## src/rtl/caravel_user_counter_pkg.sv

```systemverilog
// Shared constants and address decode for the Caravel user-area counter.
// Optional prescaler is controlled by the HONZALES_PRESCALER_EN macro.
package caravel_user_counter_pkg;

    localparam logic [31:0] CNT_ADDR      = 32'h3000_0000;
    localparam logic [31:0] PRESCALE_ADDR = 32'h3000_0004;

    localparam int EN_PIN   = 32;
    localparam int CNT_LSB  = 0;
    localparam int WRAP_PIN = 8;

    localparam int DEF_PRESCALE = 16;

    localparam logic [37:0] OEB_VAL = 38'h3F_FFFF_FE00;

    typedef enum logic [1:0] {
        SEL_CNT,
        SEL_PRE,
        SEL_NONE
    } sel_e;

    function automatic sel_e decode(input logic [31:0] adr);
        if (adr == CNT_ADDR)
            return SEL_CNT;
        if (adr == PRESCALE_ADDR)
            return SEL_PRE;
        return SEL_NONE;
    endfunction

endpackage

```

## src/rtl/caravel_user_counter_if.sv

```systemverilog
// Wishbone slave bundle between the management SoC and the user counter.
// Signal names follow the Caravel wrapper pinout.
interface caravel_user_counter_if;

    logic        wbs_stb_i;
    logic        wbs_cyc_i;
    logic        wbs_we_i;
    logic [31:0] wbs_adr_i;
    logic [31:0] wbs_dat_i;
    logic        wbs_ack_o;
    logic [31:0] wbs_dat_o;

    modport master (
        output wbs_stb_i, wbs_cyc_i, wbs_we_i, wbs_adr_i, wbs_dat_i,
        input  wbs_ack_o, wbs_dat_o
    );

    modport slave (
        input  wbs_stb_i, wbs_cyc_i, wbs_we_i, wbs_adr_i, wbs_dat_i,
        output wbs_ack_o, wbs_dat_o
    );

endinterface

```

## src/rtl/caravel_user_counter_tick_gen.sv

```systemverilog
// Prescaler: emits a one-cycle tick every `period` cycles; clr restarts it.
// Only instantiated when HONZALES_PRESCALER_EN is defined.
module tick_gen (
    input  logic        clk,
    input  logic        rst,
    input  logic        clr,
    input  logic [15:0] period,
    output logic        tick
);

    logic [15:0] pcnt;

    // >= keeps the tick alive if period shrinks below the running count
    assign tick = !clr && (pcnt >= period - 16'd1);

    always_ff @(posedge clk) begin
        if (rst || clr)
            pcnt <= '0;
        else if (tick)
            pcnt <= '0;
        else
            pcnt <= pcnt + 16'd1;
    end

endmodule

```

## src/rtl/caravel_user_counter.sv

```systemverilog
// Caravel user counter: enable-gated counter on pads with wrap strobe and a
// Wishbone slave; prescaler present only with HONZALES_PRESCALER_EN.
module caravel_user_counter
    import caravel_user_counter_pkg::*;
#(
    parameter int PRESCALE = DEF_PRESCALE,
    parameter int COUNT_W  = 8
) (
    input  logic        wb_clk_i,
    input  logic        wb_rst_i,
    input  logic [37:0] io_in,
    output logic [37:0] io_out,
    output logic [37:0] io_oeb,
    caravel_user_counter_if.slave wbs
);

    logic               en;
    logic               req;
    logic               tick;
    logic               wrap;
    logic [COUNT_W-1:0] cnt;
    logic [15:0]        prescale;
    logic [31:0]        rdata;

    assign en  = io_in[EN_PIN];
    assign req = wbs.wbs_stb_i && wbs.wbs_cyc_i && !wbs.wbs_ack_o;

`ifdef HONZALES_PRESCALER_EN
    logic wr_pre;

    assign wr_pre = req && wbs.wbs_we_i
                 && (decode(wbs.wbs_adr_i) == SEL_PRE);

    always_ff @(posedge wb_clk_i) begin
        if (wb_rst_i)
            prescale <= 16'(PRESCALE);
        else if (wr_pre)
            prescale <= (wbs.wbs_dat_i[15:0] == 16'd0) ? 16'd1
                                                       : wbs.wbs_dat_i[15:0];
    end

    // a prescale write restarts the step period from zero
    tick_gen u_tick (
        .clk    (wb_clk_i),
        .rst    (wb_rst_i),
        .clr    (!en || wr_pre),
        .period (prescale),
        .tick   (tick)
    );

    logic unused_ok;
    assign unused_ok = ^{io_in[37:33], io_in[31:0], wbs.wbs_dat_i[31:16]};
`else
    assign prescale = 16'd1;
    assign tick     = 1'b1;

    logic unused_ok;
    assign unused_ok = ^{io_in[37:33], io_in[31:0],
                         wbs.wbs_dat_i, wbs.wbs_we_i};
`endif

    always_ff @(posedge wb_clk_i) begin
        if (wb_rst_i || !en) begin
            cnt  <= '0;
            wrap <= 1'b0;
        end else begin
            wrap <= tick && (cnt == '1);
            if (tick)
                cnt <= cnt + 1'b1;
        end
    end

    always_comb begin
        io_out = '0;
        io_out[CNT_LSB +: COUNT_W] = cnt;
        io_out[WRAP_PIN] = wrap;
        io_oeb = OEB_VAL;
    end

    always_comb begin
        rdata = '0;
        unique case (decode(wbs.wbs_adr_i))
            SEL_CNT:  rdata = 32'(cnt);
            SEL_PRE:  rdata = 32'(prescale);
            default:  rdata = '0;
        endcase
    end

    always_ff @(posedge wb_clk_i) begin
        if (wb_rst_i) begin
            wbs.wbs_ack_o <= 1'b0;
            wbs.wbs_dat_o <= '0;
        end else begin
            wbs.wbs_ack_o <= req;
            wbs.wbs_dat_o <= req ? rdata : 32'd0;
        end
    end

endmodule

```

## src/flat_wrapper.sv

```systemverilog
// flat-port wrapper written by rule: the top's interface ports become plain ports
module caravel_user_counter_flat import caravel_user_counter_pkg::*;
#(
    parameter int PRESCALE = DEF_PRESCALE,
    parameter int COUNT_W  = 8
)
  (wb_clk_i, wb_rst_i, io_in, io_out, io_oeb, wbs_wbs_stb_i, wbs_wbs_cyc_i, wbs_wbs_we_i, wbs_wbs_adr_i, wbs_wbs_dat_i, wbs_wbs_ack_o, wbs_wbs_dat_o);
  caravel_user_counter_if wbs_i ();
  input  logic wb_clk_i;
  input  logic wb_rst_i;
  input  logic [37:0] io_in;
  output logic [37:0] io_out;
  output logic [37:0] io_oeb;
  input wire logic [$bits(wbs_i.wbs_stb_i)-1:0] wbs_wbs_stb_i;
  input wire logic [$bits(wbs_i.wbs_cyc_i)-1:0] wbs_wbs_cyc_i;
  input wire logic [$bits(wbs_i.wbs_we_i)-1:0] wbs_wbs_we_i;
  input wire logic [$bits(wbs_i.wbs_adr_i)-1:0] wbs_wbs_adr_i;
  input wire logic [$bits(wbs_i.wbs_dat_i)-1:0] wbs_wbs_dat_i;
  output wire logic [$bits(wbs_i.wbs_ack_o)-1:0] wbs_wbs_ack_o;
  output wire logic [$bits(wbs_i.wbs_dat_o)-1:0] wbs_wbs_dat_o;
  assign wbs_i.wbs_stb_i = wbs_wbs_stb_i;
  assign wbs_i.wbs_cyc_i = wbs_wbs_cyc_i;
  assign wbs_i.wbs_we_i = wbs_wbs_we_i;
  assign wbs_i.wbs_adr_i = wbs_wbs_adr_i;
  assign wbs_i.wbs_dat_i = wbs_wbs_dat_i;
  assign wbs_wbs_ack_o = wbs_i.wbs_ack_o;
  assign wbs_wbs_dat_o = wbs_i.wbs_dat_o;
  caravel_user_counter #(.PRESCALE(PRESCALE), .COUNT_W(COUNT_W)) u_core (.wb_clk_i(wb_clk_i), .wb_rst_i(wb_rst_i), .io_in(io_in), .io_out(io_out), .io_oeb(io_oeb), .wbs(wbs_i));
endmodule
```

## config.mk

```make
export PLATFORM = sky130hd
export DESIGN_NAME = caravel_user_counter_flat
export DESIGN_NICKNAME = d
export VERILOG_FILES = /design/src/rtl/caravel_user_counter_pkg.sv /design/src/rtl/caravel_user_counter_if.sv /design/src/rtl/caravel_user_counter_tick_gen.sv /design/src/rtl/caravel_user_counter.sv /design/src/flat_wrapper.sv
export SDC_FILE = /design/constraint.sdc
export NUM_CORES = 1
export LEC_CHECK = 0
export BUFFER_PORTS_ARGS = -buffer_cell sky130_fd_sc_hd__buf_2
export CAP_MARGIN = 20
export CORE_AREA = 2 2 83 85
export CTS_BUF_LIST = sky130_fd_sc_hd__clkbuf_8
export CTS_CLUSTER_SIZE = 20
export DETAILED_ROUTE_END_ITERATION = 10
export DIE_AREA = 0 0 85 87
export GPL_TIMING_DRIVEN = 0
export HOLD_SLACK_MARGIN = 0.15
export PLACE_DENSITY_LB_ADDON = 0.1
export SLEW_MARGIN = 15
export SYNTH_ARGS = -nofsm -noshare
export SYNTH_HDL_FRONTEND = slang
export SYNTH_SLANG_ARGS = --single-unit
```

## constraint.sdc

```tcl
create_clock -name wb_clk_i -period 1.7 [get_ports wb_clk_i]
set_input_delay 0.34 -clock wb_clk_i [delete_from_list [all_inputs] [get_ports wb_clk_i]]
set_output_delay 0.34 -clock wb_clk_i [all_outputs]
set_load 0.005 [all_outputs]
```

== Word-level counts from Yosys, hierarchy flattened ==
Index checks and enable logic that the tools add are counted.
Word-level totals
  register bits after elaboration: 42
  input bits: 107
  output and inout port bits: 109
  logic and storage cells: 25
Cells by class
  add/subtract/negate cells: 1
  equal/unequal tests: 4
  muxes and demuxes: 8
  bitwise operators: 1
  reductions and logical operators: 7
Operators with widths (number)
  == test 32 x 30 -> 1 bit, second input constant: 2
  case mux 8 bit (2 select lines): 1
  adder 8 x 1 -> 8 bit, second input constant: 1
  == test 8 bit, second input constant: 1
  2-to-1 mux 2 bit: 4
  2-to-1 mux 1 bit: 3
  == test 2 x 1 -> 1 bit, second input constant: 1
  logical AND 1 bit: 2
  zero test 1 bit: 2
  zero test 2 bit: 1
  OR reduction 2 bit: 1
  logical OR 1 bit: 1
  NOT 1 bit: 1

== Depth between registers and ports, before layout ==
Gate-level depths: netlist of the first run.
  depth in word-level cells: 7
  mapped depth: 4
  mapped depth without buffers: 4

== Least setup slack after synthesis of the first run ==
OpenSTA, ideal clock, no wires.
  kind: register -> register
  from: register u_core.cnt[0]
  to: register u_core.cnt[6]
  setup time: 0.070 ns
  arrival time: 1.200 ns
  slack: 0.431 ns
  stages on the path, launching flop included: 5
  buffers on the path: 0
  clock period less this slack: 1.269 ns
  path through: dfxtp_1 > ha_1 > nand3_1 > or3_1 > a21oi_1
Between the ends
  word-level cells in the longest chain between the ends: 1
Ends and longest elaborated chain
  from (decl): line caravel_user_counter.sv:21  | logic [COUNT_W-1:0] cnt;
  from (signal assigned): line caravel_user_counter.sv:69  | cnt <= cnt + 1'b1;
  adder 8 x 1 -> 8 bit: line caravel_user_counter.sv:69
Every way passes these cells.
A chain may end at the register's enable or synchronous reset.

== Worst setup path after layout of the first run ==
Same ends and word-level chain as after synthesis.

==> impl_metrics.toml, run 1 <==
[outcome]
outcome = "complete, no violations"

[timing]
fmax_ghz = 0.713
finalCritPeriodShare_pct = 82.4
setup_violations = 0
tns_ps = 0
slew_viol_final = 0
hold_violations = 0
layout_setup_ws_ps = 298
fin_skew_ps = 0.682
rsz0062_at_grt = "no"
min_period_ps = 1400

[clocking]
cts_setup_buffers = 0
clock_sinks = 18
cts-resized-gates = 0
numCtsBuffers = 3
cts_tree = "built"
cts_max_level = 1
insertion_delay_ps = 250
clockRootBuffer = "clkbuf_8"
clk_pin_slew_ps = 60
postCtsHoldBufs = 0
clock_path_buffers = 2

[synth]
yosys_most_used_dff = "dfxtp_1"
netlist_area_um2 = 1420
syn_area_per_cell_um2 = 8.40
ys_types = 24
syn_inst = 169
async_flop_share_pct = 0
yosysWarnings = 0
yosysSeqAreaShare_pct = 25.4
ys_ff_latch = 18
synth-edff-count = 0

[floorplanning]
die_w_um = 85
die_area_um2 = 7400
placementRows = 30
io_pins = 216
start_util_pct = 21.6
dieHeight_um = 87
core-area_um2 = 6570

[critical_path]
cp.arrival_ps = 1590
cp_cell_sequence = "ha_1 -> nand3_1 -> or3_1 -> a21oi_1"
crit_path_end_kind = "register"
critPathMaxFanout = 6
crit_path_start_kind = "register"
crit_slowest_cell = "dfxtp_1"
crit_type = "reg -> reg"
max_stage_delay_ps = 420
required_ps = 1880
r2r_slack_ps = 300

[pwr]
p_per_area_nw_per_um2 = 456
vdd_drop_max_mv = 0.193
leakagePower_nw = 1.24

[detailed_routing]
drt_wl_total_mm = 2.83
vias = 1261
vias_per_cell = 3.19
wl_per_cell_um = 7.16
antenna_left = 0
first_pass_iters = 4
drtIter0Drc = 55
drc = 0

[final_layout]
final_nets = 425
fillCellCount = 703
drive_gt1_share_pct = 49.5
diodes = 0
syn_to_final_growth_pct = 52.5

[placement]
io_buffers = 54
dp_slack_ps = 208
place_hpwl_mm = 2.49
place_congestion = 0.675

[global_route]
antenna_found_initial = 0
grt_max_degree = 10
grt_overflow = 0
grt_first_pass_wirelength_mm = 4.12
grt.total_usage_pct = 6.73
grt_pass1_vias = 985

[flow_run]
maxCapViolCount = 0

[min_path]
min_path_type = "in -> reg"
[final cells by class]
class	count	area, um2	share of cell area [%]
buffer	93	698	32.2
multi-input combinational	146	692	31.9
sequential	18	360	16.6
timing repair buffer	54	270	12.5
tap	80	100	4.62
clock buffer	3	41.3	1.91
inverter	1	3.75	0.173
[layer usage]
| metal | track usage, % | up-vias | wire length, um | share of wire, % |
|---|---|---|---|---|
| met5 | 0 | - | 0 | 0 |
| met4 | 2.16 | 0 | 27 | 0.95 |
| met3 | 2.56 | 4 | 541 | 19 |
| met2 | 11.2 | 105 | 1200 | 43 |
| met1 | 8.00 | 483 | 1060 | 37 |
| li1 | - | 669 | - | - |
[Yosys cell counts, drive strengths merged, types with 2 or more instances]
cell | number | area (um2)
a21oi | 3 | 15.0
and4bb | 2 | 25.0
buf | 93 | 698
conb | 2 | 7.51
dfxtp | 18 | 360
nand2 | 5 | 21.3
nand2b | 7 | 43.8
nand3 | 4 | 20.0
nor2 | 6 | 22.5
nor4 | 15 | 100
o21ai | 2 | 10.0
or3 | 2 | 13.8
xor2 | 2 | 17.5
[placed cells by master (no fill, tap or decap), drive strengths merged]
cell type    n
conb        91
nor4        15
xor2         2
a21oi        3
and4bb       2
or3          2
nor2         6
o21ai        2
or4          1
nor3         1
clkbuf       3
nand2b       7
buf        147
o31ai        1
or2b         1
nand4        1
ha           1
dfxtp       18
inv          1
xnor2        1
nand2        5
nand3        4
[cell families (layout without fill, tap and decap cells)]
logic type / Yosys count / in the layout / share of synthesized area (%)
AO/OA/AOI/OAI: 6 / 6 / 2.29
XOR/XNOR: 3 / 3 / 1.85
adder cells (fa/ha/maj): 1 / 1 / 0.881
buffers and inverters: 94 / 151 / 49.4
flip-flops: 18 / 18 / 25.4
other: 2 / 91 / 0.529
AND/OR/NAND/NOR: 45 / 45 / 19.6
[per-stage QoR]
stage / total power, W / utilization (%) / instances / area, um2 / hold WS, ps
final: 0.000988 / 33.0 / 395 / 2170 / 409
after floorplan: 0.000650 / - / 258 / 1750 / 466
after global routing: 0.00104 / 33.0 / 395 / 2170 / 426
after CTS: 0.000987 / 33.0 / 395 / 2170 / 410
after detailed placement: 0.000699 / 32.3 / 392 / 2120 / 494
after global placement: 0.000700 / 32.3 / 392 / 2120 / 484
[report_power, final]
part	internal [W]	switching (W)
sequential	0.000425	0.00000384
combinational	0.000172	0.0000979
clock	0.000157	0.000132
total	0.000754	0.000234
[worst paths after layout]
| check | startpoint | to | cells past startpoint |
|---|---|---|---|
| setup / recovery | u_core.cnt[0] | u_core.cnt[6] | 4 |
| setup reg to reg | u_core.cnt[0] | u_core.cnt[6] | 4 |
| hold reg to reg | u_core.cnt[0] | u_core.cnt[0] | 1 |
| hold / removal | wbs_wbs_adr_i[2] | u_core.wbs.wbs_dat_o[1] | 3 |
[sequential cells by signal, summed over array words and instances, names as in the netlist]
register and cells:
u_core.cnt 8, u_core.wbs.wbs_dat_o 8, u_core.wbs.wbs_ack_o 1, u_core.wrap 1
[worst max-delay path: cells and delay by family (launching register included)]
family / cells / cell delay (ps)
flops: 1 / 420
simple gates: 2 / 560
fa+ha+maj: 1 / 220
compound gates: 1 / 140
Power figures use the tool's default switching activity.
==> run 2, diff against run 1 <==
ABC_AREA = 1   (was unset)
CORE_AREA = 2 2 84 86   (was 2 2 83 85)
DIE_AREA = 0 0 86 88   (was 0 0 85 87)
clock period = 1.1 ns   (was 1.7 ns; I/O delays follow)
==> run 2 against run 1 <==
Compared with the run above: synthesized area increased by 9.8%; critical endpoint unchanged; total power increased by 59%; count of clock-buffer cells in the layout unchanged; sequential power increased by 54%; cell count increased by 12%; largest cell class unchanged; critical path type unchanged; wire length increased by 6.8%; cell area increased by 11%; non-clock buffer count increased by 3; clock power increased by 57%; worst setup slack got worse by 280 ps; largest power group unchanged; global-route usage increased by 0.11 points; synthesized cell count increased by 26%.
==> impl_metrics.toml, run 2 <==
[critical_path]
critPathBufInv = 0
r2r-start = "u_core.cnt[0]"
worstReg2RegEnd = "u_core.cnt[6]"
cp_cell_sequence = "ha_4 -> nand2_2 -> nor2_4 -> nand3_4 -> o21ai_2 -> a21oi_1"
crit_slowest_cell = "dfxtp_4"
critPathMaxFanout = 3
cp_top_family = "flip-flops"
crit_path_end_kind = "register"
max_stage_delay_ps = 370
required_ps = 1240
crit_path_start_kind = "register"
crit_type = "reg -> reg"
crit_end = "u_core.cnt[6]"
worstSetupPathDepth = 6
cp.arrival_ps = 1220
r2r_slack_ps = 20
r2r_cells = 6
critical_path.startpoint = "u_core.cnt[0]"

[detailed_routing]
first_pass_iters = 4
vias_per_cell = 3.08
drc = 0
vias = 1366
wl_per_cell_um = 6.82
drtIter0Drc = 26
antenna_left = 0
drt_wl_total_mm = 3.02

[placement]
placed_cell_area_um2 = 2270
io_buffers = 54
place_congestion = 0.739
place_hpwl_mm = 2.67

[global_route]
grt_first_pass_wirelength_mm = 4.31
grt_max_degree = 10
antenna_found_initial = 0
grt.total_usage_pct = 6.84
grt_pass1_vias = 1104
grt_overflow = 0

[min_path]
min_path_type = "in -> reg"

[floorplanning]
core-area_um2 = 6640
die_w_um = 86
start_util_pct = 23.5
placementRows = 30
io_pins = 216
dieHeight_um = 88
die_area_um2 = 7570

[final_layout]
syn_to_final_growth_pct = 53.9
final_nets = 473
layout_common_cells = "95 x buf_4, 91 x conb_1, 54 x buf_2, 24 x inv_1"
design_area_um2 = 2400
diodes = 0
reg_top3 = "u_core.cnt x8, u_core.wbs.wbs_dat_o x8"
drive_gt1_share_pct = 49.0
mostFrequentLayoutCell = "buf_4"
fin_util_pct = 36.1

[synth]
netlist_area_um2 = 1560
synth.largest_area_cell = "buf_4"
syn_inst = 213
async_flop_share_pct = 0
yosysSeqAreaShare_pct = 23.1
syn_area_per_cell_um2 = 7.32
synth-edff-count = 0
yosysWarnings = 0
synth.area.top_cells = "buf_4 44%, dfxtp_1 23%, inv_1 6.0%"
ys_ff_latch = 18
netlist_top_cells_count = "92 x buf_4, 25 x inv_1, 23 x nand2_1"
yosys_most_used_dff = "dfxtp_1"
ys_types = 22
netlist.area_leader.share_pct = 44.3
synth.most_common_cell = "buf_4"

[timing]
slew_viol_final = 0
setup_violations = 0
rsz0062_at_grt = "yes"
finalCritPeriodShare_pct = 98.2
fin_skew_ps = 2.79
hold_violations = 0
min_period_ps = 1080
fmax_ghz = 0.926
tns_ps = 0

[clocking]
clk_pin_slew_ps = 70
insertion_delay_ps = 250
clock_sinks = 18
clockRootBuffer = "clkbuf_8"
cts_tree = "built"
clock_path_buffers = 2
numCtsBuffers = 3
postCtsHoldBufs = 0
cts_max_level = 1

[pwr]
vdd_drop_max_mv = 0.217
p_per_area_nw_per_um2 = 656
leakagePower_nw = 1.43

[flow_run]
maxCapViolCount = 0

[outcome]
outcome = "complete, no violations"
-- run 2: cells by family after synthesis --
logic type / Yosys count / synth area share (%)
flops: 18 / 23.1
other cells: 2 / 0.482
compound gates: 8 / 2.73
fa+ha+maj: 1 / 0.802
buf+inv: 119 / 50.8
simple gates: 65 / 22.1
-- run 2: power breakdown --
| part | switching, W | leakage, nW | internal, W |
|---|---|---|---|
| Clock | 0.000210 | 0.0216 | 0.000243 |
| Sequential | 0.00000592 | 0.148 | 0.000654 |
| Combinational | 0.000181 | 1.26 | 0.000279 |
-- run 2: timing repair --
item / in CTS / in global routing
gates resized for setup: 8 / 8
endpoints found under the setup margin: 3 / 9
buffers inserted: 3 / 1
pin swaps: 2 / 1
-- run 2: layout make-up --
| type | count | area [um2] |
|---|---|---|
| fillers | 699 | 4240 |
| multi-input cells | 165 | 791 |
| plain buffers | 92 | 691 |
| flip-flops and latches | 18 | 372 |
| repair buffers | 58 | 304 |
| inverters | 27 | 101 |
| well taps | 80 | 100 |
| clock buffers | 3 | 41.3 |
-- run 2: routing by layer --
metal	global-route usage [%]	routed length (um)	vias up	part of all wire [%]
met3	0.943	447	4	15
met5	0	0	-	0
met1	7.79	1140	513	38
met4	2.60	38	0	1.3
li1	-	-	756	-
met2	12.9	1390	93	46
-- run 2: worst register-to-register path, stage by stage, from the launching register on --
cell	delay, ps
dfxtp_4	370
ha_4	130
nand2_2	70
nor2_4	160
nand3_4	90
o21ai_2	110
a21oi_1	40
-- run 2: worst min path at each step --
stage	depth (start not counted)	to	from	slack, ps
after CTS	2	u_core.wbs.wbs_ack_o	wb_rst_i	190
after global placement	2	u_core.wbs.wbs_ack_o	wb_rst_i	450
after floorplan	1	u_core.wbs.wbs_ack_o	wb_rst_i	300
after detailed placement	2	u_core.wbs.wbs_ack_o	wb_rst_i	460
after global routing	2	u_core.wbs.wbs_ack_o	wb_rst_i	200
final	2	u_core.wbs.wbs_ack_o	wb_rst_i	200
-- run 2: through the flow --
step                      setup slack (ps)  hold WS (ps)  cells  power (W)
final                                 19.9           199    443    0.00157
after global routing                 -62.3           203    443    0.00166
after CTS                            -18.9           193    442    0.00157
after detailed placement              -107           458    436    0.00111
after global placement                -117           451    436    0.00111
after floorplan                       8.52           303    302    0.00103
